==> src/rtl/host_uart_frame_assembler_pkg.sv <==
// host_uart_pkg
//   Shared constants and types for the host UART receive path: frame marker,
//   payload limits, inter-byte timeout and the assembler state encoding.
package host_uart_pkg;

  localparam int         MAX_BYTES   = 128;
  localparam int         FRAME_W     = MAX_BYTES * 8;
  localparam logic [7:0] SOF_BYTE    = 8'h7E;
  localparam int         TIMEOUT_CYC = 5000;
  localparam int         TMO_W       = $clog2(TIMEOUT_CYC + 1);

  typedef enum logic [3:0] {
    ST_IDLE     = 4'd0,
    ST_LEN      = 4'd1,
    ST_PAYLOAD  = 4'd2,
    ST_CHECK    = 4'd3,
    ST_WAIT_RDY = 4'd4,
    ST_ISSUE    = 4'd5,
    ST_BUSY     = 4'd6
  } state_e;

  // A length byte is acceptable when it names at least one and at most MAX_BYTES payload bytes.
  function automatic logic len_ok(input logic [7:0] len);
    return (len != 8'd0) && (len <= 8'(MAX_BYTES));
  endfunction

endpackage

==> src/rtl/host_uart_frame_assembler.sv <==
// host_uart_frame_assembler
//   Collects host UART bytes framed as SOF, LEN, LEN payload bytes, CHK (XOR of the
//   payload), packs the payload MSB-first into a 1024-bit bus, and hands the frame to
//   the command pipeline with a one-cycle send_packet once downstream reports idle.
//   Ports:
//     clk, reset        clock, asynchronous active-high reset
//     rx_byte, rx_valid received byte and its one-cycle strobe
//     down_done         downstream idle (1) / working (0)
//     down_error        downstream error, sampled when down_done rises again
//     frame_data        payload, byte0 at [1023:1016], unused bytes zero
//     frame_len         payload byte count
//     send_packet       one-cycle start strobe
//     busy              frame in progress through downstream completion
//     frame_error       pulse: bad length, bad checksum or inter-byte timeout
//     overrun           pulse: byte dropped while a frame is queued or in flight
//     cmd_error         pulse: downstream completed with down_error set
module host_uart_frame_assembler
  import host_uart_pkg::*;
(
  input  logic                clk,
  input  logic                reset,
  input  logic [7:0]          rx_byte,
  input  logic                rx_valid,
  input  logic                down_done,
  input  logic                down_error,
  output logic [FRAME_W-1:0]  frame_data,
  output logic                send_packet,
  output logic [7:0]          frame_len,
  output logic                busy,
  output logic                frame_error,
  output logic                overrun,
  output logic                cmd_error
);

  state_e             state_q, state_d;
  logic [6:0]         idx_q, idx_d;
  logic [7:0]         acc_q, acc_d;
  logic [TMO_W-1:0]   tmo_q, tmo_d;
  logic               seenLow_q, seenLow_d;
  logic [FRAME_W-1:0] frameData_q, frameData_d;
  logic [7:0]         frameLen_q, frameLen_d;
  logic               send_q, send_d;
  logic               busy_q, busy_d;
  logic               frameErr_q, frameErr_d;
  logic               overrun_q, overrun_d;
  logic               cmdErr_q, cmdErr_d;

  logic               inFrame;
  logic               timeoutHit;
  logic               lastByte;
  logic               busyDone;
  logic [9:0]         slotLsb;

  assign inFrame    = (state_q == ST_LEN) || (state_q == ST_PAYLOAD) || (state_q == ST_CHECK);
  // An arriving byte always beats a simultaneous timeout expiry.
  assign timeoutHit = inFrame && !rx_valid && (tmo_q == TMO_W'(TIMEOUT_CYC - 1));
  assign lastByte   = ({1'b0, idx_q} == (frameLen_q - 8'd1));
  // Completion needs down_done to have dropped once in BUSY before it rises again.
  assign busyDone   = seenLow_q && down_done;
  assign slotLsb    = 10'(FRAME_W - 8) - {idx_q, 3'b000};

  // State register.
  always_ff @(posedge clk or posedge reset) begin
    if (reset) state_q <= ST_IDLE;
    else       state_q <= state_d;
  end

  // Next-state logic. SOF seen inside a frame is ordinary data; only errors resync.
  always_comb begin
    state_d = state_q;
    case (state_q)
      ST_IDLE:     if (rx_valid && rx_byte == SOF_BYTE) state_d = ST_LEN;
      ST_LEN: begin
        if (timeoutHit)    state_d = ST_IDLE;
        else if (rx_valid) state_d = len_ok(rx_byte) ? ST_PAYLOAD : ST_IDLE;
      end
      ST_PAYLOAD: begin
        if (timeoutHit)                state_d = ST_IDLE;
        else if (rx_valid && lastByte) state_d = ST_CHECK;
      end
      ST_CHECK: begin
        if (timeoutHit)    state_d = ST_IDLE;
        else if (rx_valid) state_d = (rx_byte == acc_q) ? ST_WAIT_RDY : ST_IDLE;
      end
      ST_WAIT_RDY: if (down_done) state_d = ST_ISSUE;
      ST_ISSUE:    state_d = ST_BUSY;
      ST_BUSY:     if (busyDone) state_d = ST_IDLE;
      default:     state_d = ST_IDLE;
    endcase
  end

  // Datapath and output next values; every output is registered below.
  always_comb begin
    idx_d       = idx_q;
    acc_d       = acc_q;
    frameData_d = frameData_q;
    frameLen_d  = frameLen_q;
    frameErr_d  = timeoutHit;
    overrun_d   = 1'b0;
    cmdErr_d    = 1'b0;
    tmo_d       = '0;
    if (inFrame && !rx_valid && !timeoutHit) tmo_d = tmo_q + 1'b1;
    seenLow_d   = (state_q == ST_BUSY) && (seenLow_q || !down_done) && !busyDone;

    case (state_q)
      ST_LEN: begin
        if (rx_valid) begin
          if (len_ok(rx_byte)) begin
            frameLen_d  = rx_byte;
            frameData_d = '0;
            acc_d       = 8'd0;
            idx_d       = 7'd0;
          end else begin
            frameErr_d = 1'b1;
          end
        end
      end
      ST_PAYLOAD: begin
        if (rx_valid) begin
          frameData_d[slotLsb +: 8] = rx_byte;
          acc_d = acc_q ^ rx_byte;
          idx_d = idx_q + 7'd1;
        end
      end
      ST_CHECK: begin
        if (rx_valid && rx_byte != acc_q) frameErr_d = 1'b1;
      end
      ST_WAIT_RDY, ST_ISSUE: begin
        overrun_d = rx_valid;
      end
      ST_BUSY: begin
        overrun_d = rx_valid;
        if (busyDone) cmdErr_d = down_error;
      end
      default: ;
    endcase

    send_d = (state_d == ST_ISSUE);
    busy_d = (state_d == ST_PAYLOAD) || (state_d == ST_CHECK) || (state_d == ST_WAIT_RDY) ||
             (state_d == ST_ISSUE) || (state_d == ST_BUSY);
  end

  // Datapath and output registers.
  always_ff @(posedge clk or posedge reset) begin
    if (reset) begin
      idx_q       <= '0;
      acc_q       <= '0;
      tmo_q       <= '0;
      seenLow_q   <= 1'b0;
      frameData_q <= '0;
      frameLen_q  <= '0;
      send_q      <= 1'b0;
      busy_q      <= 1'b0;
      frameErr_q  <= 1'b0;
      overrun_q   <= 1'b0;
      cmdErr_q    <= 1'b0;
    end else begin
      idx_q       <= idx_d;
      acc_q       <= acc_d;
      tmo_q       <= tmo_d;
      seenLow_q   <= seenLow_d;
      frameData_q <= frameData_d;
      frameLen_q  <= frameLen_d;
      send_q      <= send_d;
      busy_q      <= busy_d;
      frameErr_q  <= frameErr_d;
      overrun_q   <= overrun_d;
      cmdErr_q    <= cmdErr_d;
    end
  end

  assign frame_data  = frameData_q;
  assign frame_len   = frameLen_q;
  assign send_packet = send_q;
  assign busy        = busy_q;
  assign frame_error = frameErr_q;
  assign overrun     = overrun_q;
  assign cmd_error   = cmdErr_q;

endmodule
==> config.mk <==
export PLATFORM = sky130hd
export DESIGN_NAME = host_uart_frame_assembler
export DESIGN_NICKNAME = d
export VERILOG_FILES = /design/src/rtl/host_uart_frame_assembler_pkg.sv /design/src/rtl/host_uart_frame_assembler.sv
export SDC_FILE = /design/constraint.sdc
export NUM_CORES = 2
export LEC_CHECK = 0
export ABC_AREA = 1
export ABC_CLOCK_PERIOD_IN_PS = 48900
export BUFFER_PORTS_ARGS = -buffer_cell sky130_fd_sc_hd__buf_2
export CORE_AREA = 3 3 409 411
export DETAILED_ROUTE_END_ITERATION = 7
export DIE_AREA = 0 0 412 414
export GPL_TIMING_DRIVEN = 0
export PLACE_DENSITY = 0.5
export SLEW_MARGIN = 0
export SYNTH_ARGS = -nofsm -noshare
export SYNTH_HDL_FRONTEND = slang
export SYNTH_SLANG_ARGS = --single-unit
==> constraint.sdc <==
create_clock -name clk -period 48.9 [get_ports clk]
set_input_delay 7.335 -clock clk [delete_from_list [all_inputs] [get_ports clk]]
set_output_delay 7.335 -clock clk [all_outputs]
set_load 0.05 [all_outputs]
==> run metrics <==
Routed WL per cell 27.9 um; outcome finished, final reports clean; Rel. slew slack 0.0341; cell area reported after detailed placement 51800 sq um; number of register bits inferred by synthesis 1070; endpoint class of the critical path register; CTS H-Tree Depth 3; count of vias placed by the detailed router 40.8k; starting utilization of the core area 0.265; number of global-route vias before repair 39.2k; Hold Path Class register to register; Iter 0 DRT Violations 3514; pin count of the biggest net entering global routing 123; Synth Area in Simple Gates 0.313; layout cells sized above 1 0.232; Ports 1050; Tmin final 10600 ps; global routing met2 resource utilization 0.447; all-layer global routing usage 0.267; drt first pass iters 6; part of the power in combinational logic 0.057; sw power 0.492 mW; Resize count post-CTS 0; total of hold buffers inserted after clock tree synthesis 0; Cell Int Power 1.47 mW; final standard cell area without fillers 55900 sq um; Data arrival, critical path 11270 ps; Reg power frac 0.457; post-synthesis cell area 43500 sq um; area of the core region 164000 sq um; post-synthesis share of cell area spent on xor and xnor gates 0.00362; data required time of the worst path 49570 ps; # fillers 17.5k; depth of the worst register-to-register path 10; via count normalized by instance count 4.86; Clock Sinks 1070; proportion of power drawn by the clock network 0.485; Highest Clock Rate 94.4 MHz; sequential area share after synthesis 0.615; detailed-route DRC error count 0; reg-to-reg critical path startpoint state_q[2]; die width 412 um; std cell rows 149; worst hold path stage count 2; total power divided by cell area 35.1 nW/um^2; Post-DP HPWL 177000 um; wire length of the first global-routing pass 321000 um; y dimension of the die 414 um; startpoint kind of the worst setup timing path primary input; arithmetic-cell share of the synthesized area counting full adders, half adders and majority gates 0.000863; number of antenna violations at the first check in global routing 9; RSZ-0062 raised after global routing no; Hold Path Sink frame_data[990]; synth-to-layout area growth 28.5%; Clk Tree Root Cell clkbuf_16; die footprint 171000 sq um; Final setup violation count 0; Max Transition Viols Final 0; maximum VDD drop 0.0292 mV; global placement routability congestion 0.867; global-route met3 utilization 0.0652; number of CTS-inserted buffers 120; FF-to-FF setup slack 44670 ps; kind of critical path primary input to register; crit-path max FO 10; CTS clock-pin slew for the worst setup and hold paths 60 ps; endpoint of the lowest-slack register-to-register path frame_data[434]; remaining global-route overflow 0; TritonCTS clock tree built; Final Hold Vio Count 0; post-detailed-route count of antenna-violating nets 0; number of port buffers 1040; global routing usage on met1 0.330; Pleak 31.8 nW; global routing's busiest layer met2; Post-Route Skew 39.3 ps; Hold Startpoint frame_data[990]; number of synthesis warnings 0; dominant combinational cell family by area after synthesis simple AND/OR/NAND/NOR gates; Mapped Cells 4937; CTS max path bufs 3; share of the synthesized area in compound gates (AO/OA/AOI/OAI) 0.0342; unique cell type count in the Yosys netlist 37; final worst path period share 0.217; switching part of the total power 0.251; portion of netlist area occupied by mux cells 0; post-synthesis average cell area 8.81 sq um; Net Count, Synth 4953; total routed wirelength 234000 um; Least-Margin Pin Slew 1450 ps; number of nets in the layout 6128; total of max-cap violations 0; Post-CTS Setup Bufs 0; insertion delay of the later-clocked pin in the worst-skew pair 760 ps; setup_tns 0 ps
[cell usage after synthesis (all sizes together)]
cell / instances / share of area
dfrtp: 1070 / 0.62
ha: 3 / 0.00086
clkbuf: 136 / 0.012
nand4: 39 / 0.0063
buf: 102 / 0.011
or2: 2 / 0.00029
nand2: 2111 / 0.18
xor2: 10 / 0.0020
a22o: 4 / 0.00081
nor4: 1 / 0.00014
a21oi: 7 / 0.00081
xnor2: 8 / 0.0016
inv: 121 / 0.010
o21ai: 258 / 0.030
nand3: 813 / 0.094
nor2: 204 / 0.024
o22ai: 17 / 0.0024
o211a: 1 / 0.00023
nor3b: 1 / 0.00017
conb: 1 / 0.000086
nor3: 27 / 0.0047
a31oi: 1 / 0.00014
[kinds of logic (layout without fill, tap and decap cells)]
family          count (synthesis)  count (layout)
compound gates                288             288
xor+xnor                       18              18
fa+ha+maj                       3               3
buf+inv                       359            1631
flops                        1070            1070
other cells                     1               5
simple gates                 3198            3198
[cells in the final DEF, fill, tap and decap left out, drive strengths merged, types with 29 or more instances in the layout]
cell	synthesis	layout
nand2	2111	2111
buf	102	1155
dfrtp	1070	1070
nand3	813	813
clkbuf	136	307
o21ai	258	258
nor2	204	204
inv	121	125
nand4	39	39
clkinv	0	29
[power groups by stage]
| stage | sequential [mW] | combinational, mW | clock, mW |
|---|---|---|---|
| after floorplan | 0.930 | 0.0522 | 0 |
| after global placement | 0.915 | 0.111 | 0 |
| after detailed placement | 0.912 | 0.115 | 0 |
| after CTS | 0.896 | 0.115 | 0.969 |
| after global routing | 0.896 | 0.122 | 1.00 |
| final | 0.896 | 0.113 | 0.951 |
[per-stage QoR]
step | worst slack, ps | util | hold slack [ps] | instances | power (mW)
floorplan | 11440 | - | 433 | 4937 | 0.982
global placement | -2320 | 0.313 | 452 | 8166 | 1.03
detailed placement | 37540 | 0.315 | 453 | 8179 | 1.03
CTS | 38360 | 0.340 | 467 | 8398 | 1.98
global route | 38250 | 0.340 | 480 | 8398 | 2.02
finish | 38300 | 0.340 | 466 | 8402 | 1.96
[sequential cells by signal, indices dropped and copies added (netlist names)]
| signal | flops |
|---|---|
| acc_q | 8 |
| busy | 1 |
| cmd_error | 1 |
| frame_data | 1024 |
| frame_error | 1 |
| frame_len | 8 |
| idx_q | 7 |
| overrun | 1 |
| seenLow_q | 1 |
| send_packet | 1 |
| state_q | 4 |
| tmo_q | 13 |
[worst max-delay path, cell delays in order]
cell      delay, ps
clkbuf_1        460
inv_1           280
nand2_1         150
o21ai_1         100
nand3_1         270
buf_2           600
clkbuf_2        720
buf_1          1030
nand3_1         160
nand2_1         110
[cell type report]
class                           instances  area, sq um  area share
Clock inverter                         48          597      0.0107
Buffer                                238          990      0.0177
Tap cell                             2189         2740      0.0490
Inverter                              121          464     0.00830
Clock buffer                          171         3500      0.0625
Antenna cell                            4         10.0    0.000179
Sequential cell                      1070        26800       0.479
Multi-Input combinational cell       3508        15300       0.274
Timing Repair Buffer                 1053         5520      0.0988
[how the worst max path moves through the flow]
stage | startpoint | to | slack [ps] | cells past startpoint
floorplan | reset | acc_q[0] | 11440 | 1
global placement | reset | frame_data[653] | -2320 | 2
detailed placement | rx_byte[3] | frame_data[539] | 37540 | 10
CTS | rx_byte[3] | frame_data[539] | 38360 | 10
global route | rx_byte[3] | frame_data[539] | 38250 | 10
finish | rx_byte[3] | frame_data[540] | 38300 | 10
[per-layer routing]
layer | vias up | wire (um)
met2 | 1634 | 113000
met3 | 344 | 18500
met1 | 20500 | 93000
li1 | 18300 | -
met4 | 0 | 10300
met5 | - | 0
Power figures use the tool's default switching activity.
